## src/rtl/tdm_demux_1to4.sv

```systemverilog
// Registered 1-to-4 TDM demultiplexer with sync-based frame alignment.
// Restores four held channel registers plus per-channel update strobes.
module tdm_demux_1to4 #(
    parameter int bit_width = 1
) (
    input  logic                 i_Clk,
    input  logic                 i_Rst,
    input  logic [bit_width-1:0] i_Data,
    input  logic                 i_Valid,
    input  logic                 i_Sync,
    output logic [bit_width-1:0] o_A,
    output logic [bit_width-1:0] o_B,
    output logic [bit_width-1:0] o_C,
    output logic [bit_width-1:0] o_D,
    output logic [3:0]           o_Strobe,
    output logic                 o_Frame,
    output logic                 o_Locked,
    output logic                 o_Sync_Err,
    output logic [1:0]           o_Chan
);

    typedef enum logic {
        HUNT   = 1'b0,
        LOCKED = 1'b1
    } state_t;

    state_t     state;
    state_t     state_nxt;
    logic [1:0] chan_nxt;
    logic [3:0] strobe_nxt;
    logic       frame_nxt;
    logic       err_nxt;

    always_ff @(posedge i_Clk or posedge i_Rst) begin
        if (i_Rst) begin
            state <= HUNT;
        end else begin
            state <= state_nxt;
        end
    end

    always_comb begin
        state_nxt = state;
        if (i_Valid && i_Sync) begin
            state_nxt = LOCKED;
        end
    end

    always_comb begin
        chan_nxt   = o_Chan;
        strobe_nxt = 4'b0000;
        frame_nxt  = 1'b0;
        err_nxt    = 1'b0;
        if (i_Valid) begin
            unique case (state)
                HUNT: begin
                    if (i_Sync) begin
                        strobe_nxt = 4'b0001;
                        chan_nxt   = 2'd1;
                    end
                end
                LOCKED: begin
                    if (i_Sync) begin
                        // a sync always realigns to channel A
                        strobe_nxt = 4'b0001;
                        chan_nxt   = 2'd1;
                        err_nxt    = (o_Chan != 2'd0);
                    end else begin
                        strobe_nxt = 4'b0001 << o_Chan;
                        chan_nxt   = o_Chan + 2'd1;
                        frame_nxt  = (o_Chan == 2'd3);
                    end
                end
                default: begin
                    strobe_nxt = 4'b0000;
                end
            endcase
        end
    end

    always_ff @(posedge i_Clk or posedge i_Rst) begin
        if (i_Rst) begin
            o_Chan     <= 2'd0;
            o_Strobe   <= 4'b0000;
            o_Frame    <= 1'b0;
            o_Sync_Err <= 1'b0;
        end else begin
            o_Chan     <= chan_nxt;
            o_Strobe   <= strobe_nxt;
            o_Frame    <= frame_nxt;
            o_Sync_Err <= err_nxt;
        end
    end

    always_ff @(posedge i_Clk or posedge i_Rst) begin
        if (i_Rst) begin
            o_A <= '0;
            o_B <= '0;
            o_C <= '0;
            o_D <= '0;
        end else begin
            if (strobe_nxt[0]) o_A <= i_Data;
            if (strobe_nxt[1]) o_B <= i_Data;
            if (strobe_nxt[2]) o_C <= i_Data;
            if (strobe_nxt[3]) o_D <= i_Data;
        end
    end

    assign o_Locked = (state == LOCKED);

endmodule

```

## config.mk

```make
export PLATFORM = sky130hd
export DESIGN_NAME = tdm_demux_1to4
export DESIGN_NICKNAME = d
export VERILOG_FILES = /design/src/rtl/tdm_demux_1to4.sv
export SDC_FILE = /design/constraint.sdc
export NUM_CORES = 1
export LEC_CHECK = 0
export ABC_AREA = 1
export CORE_MARGIN = 3
export CORE_UTILIZATION = 37
export DETAILED_ROUTE_END_ITERATION = 10
export GPL_ROUTABILITY_DRIVEN = 0
export PLACE_DENSITY = 0.68
export SLEW_MARGIN = 10
export SYNTH_ARGS = -nofsm -noshare
export SYNTH_HDL_FRONTEND = slang
export SYNTH_SLANG_ARGS = --single-unit
```

## constraint.sdc

```tcl
create_clock -name i_Clk -period 0.9 [get_ports i_Clk]
set_input_delay 0.18 -clock i_Clk [delete_from_list [all_inputs] [get_ports i_Clk]]
set_output_delay 0.18 -clock i_Clk [all_outputs]
set_load 0.005 [all_outputs]
```

* After elaboration in Yosys (flattened, before gate mapping) *
Cells that the tools add are included.
Widths: inputs -> output; s select.

storage, ports and cells
  register bits after elaboration = 13
  output and inout port bits = 13

operators by class
  muxes and demuxes = 13
  eq/ne operators = 2
  add/subtract/negate cells = 1
  reductions and logical operators = 3
  shift-type cells = 1
  bitwise logic cells = 1

operator list
  cell                 count
  $mux 4               2
  $pmux 4 s2           1
  $mux 1               7
  $mux 2               2
  $pmux 2 s2           1
  $shl 1x2->4 const A  1
  $add 2x1->2 const B  1
  $eq 2x2->1 const B   1
  $ne 2x2->1 const B   1
  $reduce_and 2->1     1
  $reduce_bool 2->1    1
  $logic_and 1x1->1    1
  $not 1->1            1

* Depth between registers and ports, before layout *
Gate-level depths: netlist of the first run.

  word-level depth = 4
  depth in mapped cells = 6
  depth with buffers taken out = 6

* Worst setup path after synthesis of the first run *
No wires, ideal clock.

  kind = register to register
  from = register o_Chan[0]
  to = register o_A
  cell stages (with the launch flop) = 7
  arrival time = 920 ps
  slack = -137 ps
  period minus slack after synthesis = 1,037 ps
  data required time = 783 ps
  path through = dfrtp_1 -> inv_1 -> ha_1 -> nand3_1 -> nand2_1 -> nand2_1 -> nand2_1

on the way
  word-level cells in the longest chain between the ends = 4

RTL lines
  item                     line  RTL
  from (decl)              19    output logic [1:0] o_Chan
  from (signal assigned)   88    o_Chan <= chan_nxt;
  $shl 1x2->4              69    strobe_nxt = 4'b0001 << o_Chan;
  $mux 4                   63    if (i_Sync) begin
  $pmux 4 s2               55    unique case (state)
  $mux 4                   54    if (i_Valid) begin
  named net strobe_nxt[0]  30    logic [3:0] strobe_nxt;
  to (signal assigned)     102   if (strobe_nxt[0]) o_A <= i_Data;
  to (decl)                11    output logic [bit_width-1:0] o_A,

The timed path passes the listed nets, and every way through them passes these cells.
A chain may end at the register's enable or synchronous reset.

* Worst setup path in the final report of the first run *
  from = register o_Chan[0]
  to = output port o_Chan[0]

No word-level cell between the ends.

==> results of run 1 <==
-- flip-flops by register name, indices dropped and copies added (netlist names) --
name / flops
o_Strobe: 3
o_Sync_Err: 1
o_C: 1
o_A: 1
o_B: 1
o_Locked: 1
o_D: 1
o_Frame: 1
o_Chan: 2
-- power groups by stage --
stage                     combinational [W]  clock [W]  sequential [W]
after floorplan                    0.000152          0        0.000705
after global placement             0.000487          0        0.000685
after detailed placement           0.000492          0        0.000690
after CTS                          0.000546   0.000345        0.000665
after global routing               0.000686   0.000375        0.000682
final                              0.000626   0.000351        0.000670
-- metrics by stage --
step / instance area [µm²] / hold slack, ns
after global placement: 822.0 / 0.4512
after floorplan: 569.3 / 0.04456
after CTS: 878.3 / 0.2138
final: 910.9 / 0.1993
after detailed placement: 822.0 / 0.4581
after global routing: 910.9 / 0.2248
-- layout by cell type (no fill, tap or decap), types with 2 or more instances in the layout --
cell	netlist	final
buf_2	0	12
nand2_1	14	11
dfrtp_1	12	10
buf_4	1	10
inv_1	7	5
nand3_1	8	5
buf_6	0	5
nand2_2	1	4
ha_4	0	4
nand4_1	3	3
clkbuf_4	0	3
clkdlybuf4s50_1	0	3
nand3_2	0	2
inv_6	0	2
dfrtp_2	0	2
-- per-layer routing --
metal	up-vias	part of all wire (%)	GRT usage (%)
met5	-	0	0
met4	0	2.3	12.05
met3	5	7.9	4.979
met2	20	51	26.74
met1	235	39	17.62
li1	240	-	-
-- layout make-up --
class	instances	area, µm²	area share, %
inverters	8	40.04	4.396
well taps	14	17.52	1.923
repair buffers	33	255.2	28.02
clock buffers	4	26.28	2.885
flip-flops and latches	12	302.8	33.24
multi-input cells	32	269.0	29.53
-- critical path: stages, from the launching register on --
cell and delay [ns]:
dfrtp_2 0.42, buf_4 0.13, clkbuf_2 0.10
-- Yosys cell counts (all sizes together) --
cell type  number
ha              4
nor3            1
nand2          15
nand4           3
nor2            1
nand3           8
dfrtp          12
buf             1
inv             8
-- cell families (layout without fill, tap and decap cells) --
group	Yosys count	count (layout)	synth area share, %
and+or+nand+nor	28	28	25.66
DFF	12	12	57.55
buffers and inverters	9	45	7.195
adders and majority gates	4	4	9.593
-- path summary, 6_finish.rpt --
check	start	to	depth (start not counted)
worst max-delay path	o_Chan[0]	o_Chan[0]	2
worst min-delay path	i_Rst	o_Strobe[0]	3
worst max register to register	o_Chan[0]	o_C	6
worst min register to register	o_C	o_C	3
max in group asynchronous	i_Rst	o_Frame	3
min in group i_Clk	i_Valid	o_Strobe[0]	3
-- timing repair --
| item | 4_1_cts | 5_1_grt |
|---|---|---|
| buffers inserted | 4 | 4 |
| endpoints found under the setup margin | 24 | 24 |
| hold endpoints to repair | 0 | 0 |
| gates resized for setup | 66 | 3 |
| pin swaps | 10 | 4 |
==> results_dict.tcl, run 1 <==
set metrics [dict create \
    run_status "complete, but fails checks" \
    violations "setup timing" \
    finalWorstSetupSlack_ns -0.2053 \
    synthesis.area_um2 521.8 \
    setup_viol_count_final 24 \
    rsz0062_at_grt "yes" \
    io_buffer_count 17 \
    end_kind "output pin" \
    synthTopCellsByArea "dfrtp_1 58%, nand2_1 10%, ha_1 9.6%" \
    period_needed_ns 1.105 \
    ioPinCount 18 \
    initial_core_util_pct 42.90 \
    p_total_w 0.001647 \
    pwr-share-clk_pct 21.3 \
    path_class "reg2out" \
    crit_path_max_fanout 2 \
    r2r_slack_ns -0.20 \
    syn_to_final_growth_pct 74.58 \
    switching_power_w 0.0004906 \
    seq_area_frac_synth_pct 57.55 \
    worstSetupStartpointType "flop" \
    avgSynthCellArea_um2 9.844 \
    postSynthCellCount 53 \
    drtIter0Drc 10 \
    fin_cells 103 \
    dp_hpwl_um 860.1 \
    core_mm2 0.001216 \
    maxCapViolCount 0 \
    antenna_cells 0 \
    synth.distinct_cells 11 \
    ys_warn_count 0 \
    ant_nets 0 \
    grt_max_degree 13 \
    swShare_pct 29.79 \
    hold_viol_final 0 \
    cts_root_buf "clkbuf_4" \
    num_rows 12 \
    route.detailed.drc 0 \
    viasPerCell 4.854 \
    clockBufferDepth 2 \
    p_comb_share_pct 38.0 \
    ys_seq_elements 12 \
    die_w_um 43.55 \
    post_drt_wl_per_cell_um 13.59 \
    vias 500 \
    cts.sinks 12 \
    worst_pin_slew_ns 0.3278 \
    clk_latency_ns 0.28 \
    irDropWorstVdd_v 0.001001 \
    internal_power_w 0.001156 \
    numCtsBuffers 3 \
    die_y_um 43.55 \
    timing.fmax_mhz 904.7 \
    place_ws_ns -0.4001 \
    grt_pass1_vias 523 \
    seqPwrFrac_pct 40.7 \
    first_pass_iters 4 \
    setup_tns_ns -2.446 \
    drv_slew 0 \
    clk_pin_slew_ns 0.08 \
    drt-total-wl_mm 1.400 \
    fin_util_pct 74.90 \
    layout-drive-gt1-share_pct 56.18 \
    hold_path_class "in2async" \
    p_per_area_mw_per_mm2 1808 \
    grt_pass1_wl_mm 2.256 \
    relSlewSlack_pct 78.14 \
    crit_arrival_ns 0.93 \
    fin_crit_sh_pct 122.8 \
    overflow 0 \
    yosysTopAreaCell "dfrtp_1" \
    final.fill_count 91 \
    place_inst 91 \
    cts_tree "yes" \
    synth_fp_nets 62 \
    nNetsFinal 99 \
    cp.required_ns 0.72 \
    holdBufCountCts 0 \
    htree_levels 1 \
    grt_usage_pct 16.38 \
    synth_top_area_share_pct 57.55 \
    skew_ns 0.01038 \
    antenna_found_initial 0 \
    p_leak_nw 0.4944 \
    dieArea_mm2 0.001897 \
]
Note: power is estimated with default switching activity, not from simulation.
==> inputs of run 2 (changes only) <==
Settings changed: REMOVE_ABC_BUFFERS set to 1.
==> results_dict.tcl, run 2 (same netlist as run 1, synthesis figures left out) <==
set metrics [dict create \
    viasPerCell 5.020 \
    hold_path_class "in2async" \
    path_class "reg2reg" \
    first_pass_iters 4 \
    period_needed_ns 1.128 \
    worstSetupStartpointType "flop" \
    initial_core_util_pct 42.90 \
    die_w_um 43.55 \
    largest_register "o_Strobe" \
    ant_nets 0 \
    final_cell_mix "12 x nand2_1, 12 x dfrtp_1, 12 x buf_2" \
    antenna_cells 0 \
    htree_levels 1 \
    holdBufCountCts 0 \
    worst_pin_slew_ns 0.3057 \
    fin_crit_sh_pct 125.3 \
    route.detailed.drc 0 \
    nNetsFinal 96 \
    die_y_um 43.55 \
    grt_pass1_wl_mm 2.152 \
    whs_ns 0.2119 \
    ioPinCount 18 \
    drtIter0Drc 23 \
    dp_hpwl_um 793.9 \
    io_buffer_count 17 \
    grt_max_degree 13 \
    layout-drive-gt1-share_pct 50.00 \
    design_area_um2 873.3 \
    crit_chain "buf_6 -> buf_6 -> ha_4 -> nand4_1 -> nand2_1 -> nand2_1" \
    grt_pass1_vias 473 \
    placed_area_um2 767.0 \
    grt_usage_pct 15.77 \
    multiInputGateArea_um2 255.2 \
    p_per_area_mw_per_mm2 1887 \
    end_kind "flop" \
    cts_root_buf "clkbuf_4" \
    register_area_um2 300.3 \
    reg.largest.list "o_Strobe: 3 flops, o_Chan: 2 flops" \
    clk_pin_slew_ns 0.08 \
    relSlewSlack_pct 79.62 \
    antenna_found_initial 0 \
    setup_tns_ns -2.399 \
    skew_ns 0.002218 \
    timing.fmax_mhz 886.6 \
    cts_tree "yes" \
    largest_register_ffs 3 \
    vias 502 \
    crit_path_max_fanout 3 \
    run_status "complete, but fails checks" \
    finalWorstSetupSlack_ns -0.2280 \
    crit_slowest_cell "dfrtp_1" \
    hold_viol_final 0 \
    numCtsBuffers 3 \
    rsz0062_at_grt "yes" \
    irDropWorstVdd_v 0.001172 \
    maxCapViolCount 0 \
    drv_slew 0 \
    overflow 0 \
    violations "setup timing" \
    dieArea_mm2 0.001897 \
    cts.sinks 12 \
    clk_latency_ns 0.28 \
    p_leak_nw 0.4801 \
    core_mm2 0.001216 \
    clockBufferDepth 2 \
    cp.required_ns 1.07 \
    syn_to_final_growth_pct 67.39 \
    max_stage_delay_ns 0.37 \
    drt-total-wl_mm 1.393 \
    crit_arrival_ns 1.30 \
    post_drt_wl_per_cell_um 13.93 \
    num_rows 12 \
    setup_viol_count_final 24 \
    final.fill_count 78 \
]
[run 2: cell count changes in the layout (fill, tap and decap cells not counted), moves of 2 or more]
cell	previous run	this run
dfrtp_1	10	12
buf_4	10	8
nand3_1	5	7
dfrtp_2	2	0
[run 2: per-stage QoR]
step / utilization, % / instances / power [W] / worst slack, ns
3_3_place_gp: 63.07 / 90 / 0.001098 / -0.3590
4_1_cts: 68.52 / 97 / 0.001569 / -0.2100
6_report: 71.81 / 100 / 0.001648 / -0.2280
3_5_place_dp: 63.07 / 90 / 0.001103 / -0.3725
2_1_floorplan: - / 52 / 0.0008160 / -0.1365
5_1_grt: 71.81 / 100 / 0.001732 / -0.2708
[run 2: critical path: cells and delay by family, from the launching register on]
kind                     cells  cell delay [ns]
adder cells (fa/ha/maj)      1             0.12
buffers and inverters        2             0.24
flip-flops                   1             0.37
AND/OR/NAND/NOR              3             0.28
[run 2: repair_timing]
item / 4_1_cts / 5_1_grt
resized for setup: 66 / 7
endpoints found under the setup margin: 25 / 24
hold endpoints to repair: 0 / 0
cloned: 0 / 0
pin swaps: 11 / 6
setup buffers: 3 / 3
[run 2: layout make-up]
cell class	count	share of cell area, %
Timing Repair Buffer	30	26.22
Clock buffer	4	4.155
Sequential cell	12	34.38
Tap cell	14	2.006
Multi-Input combinational cell	32	29.23
Inverter	8	4.011
[run 2: report_power, final]
group          internal, W  switching [W]  leakage, nW
Sequential        0.000624      0.0000436        0.150
Combinational     0.000288       0.000250        0.309
Clock             0.000246       0.000196       0.0210
Total              0.00116       0.000489        0.480
[run 2: final timing paths]
check	startpoint	to	slack, ns	cells past startpoint
worst max-delay path	o_Chan[0]	o_D	-0.23	6
worst min-delay path	i_Rst	o_B	0.21	3
worst max register to register	o_Chan[0]	o_D	-0.23	6
worst min register to register	o_C	o_C	0.49	2
max in group asynchronous	i_Rst	o_Strobe[0]	0.58	3
min in group i_Clk	i_Valid	o_Strobe[2]	0.46	3
[run 2: per-layer routing]
layer | routed length (µm) | GRT usage, % | vias to the layer above
li1 | - | - | 238
met1 | 567 | 17.83 | 233
met2 | 694 | 25.87 | 28
met3 | 108 | 4.564 | 3
met4 | 24 | 9.639 | 0
met5 | 0 | 0 | -
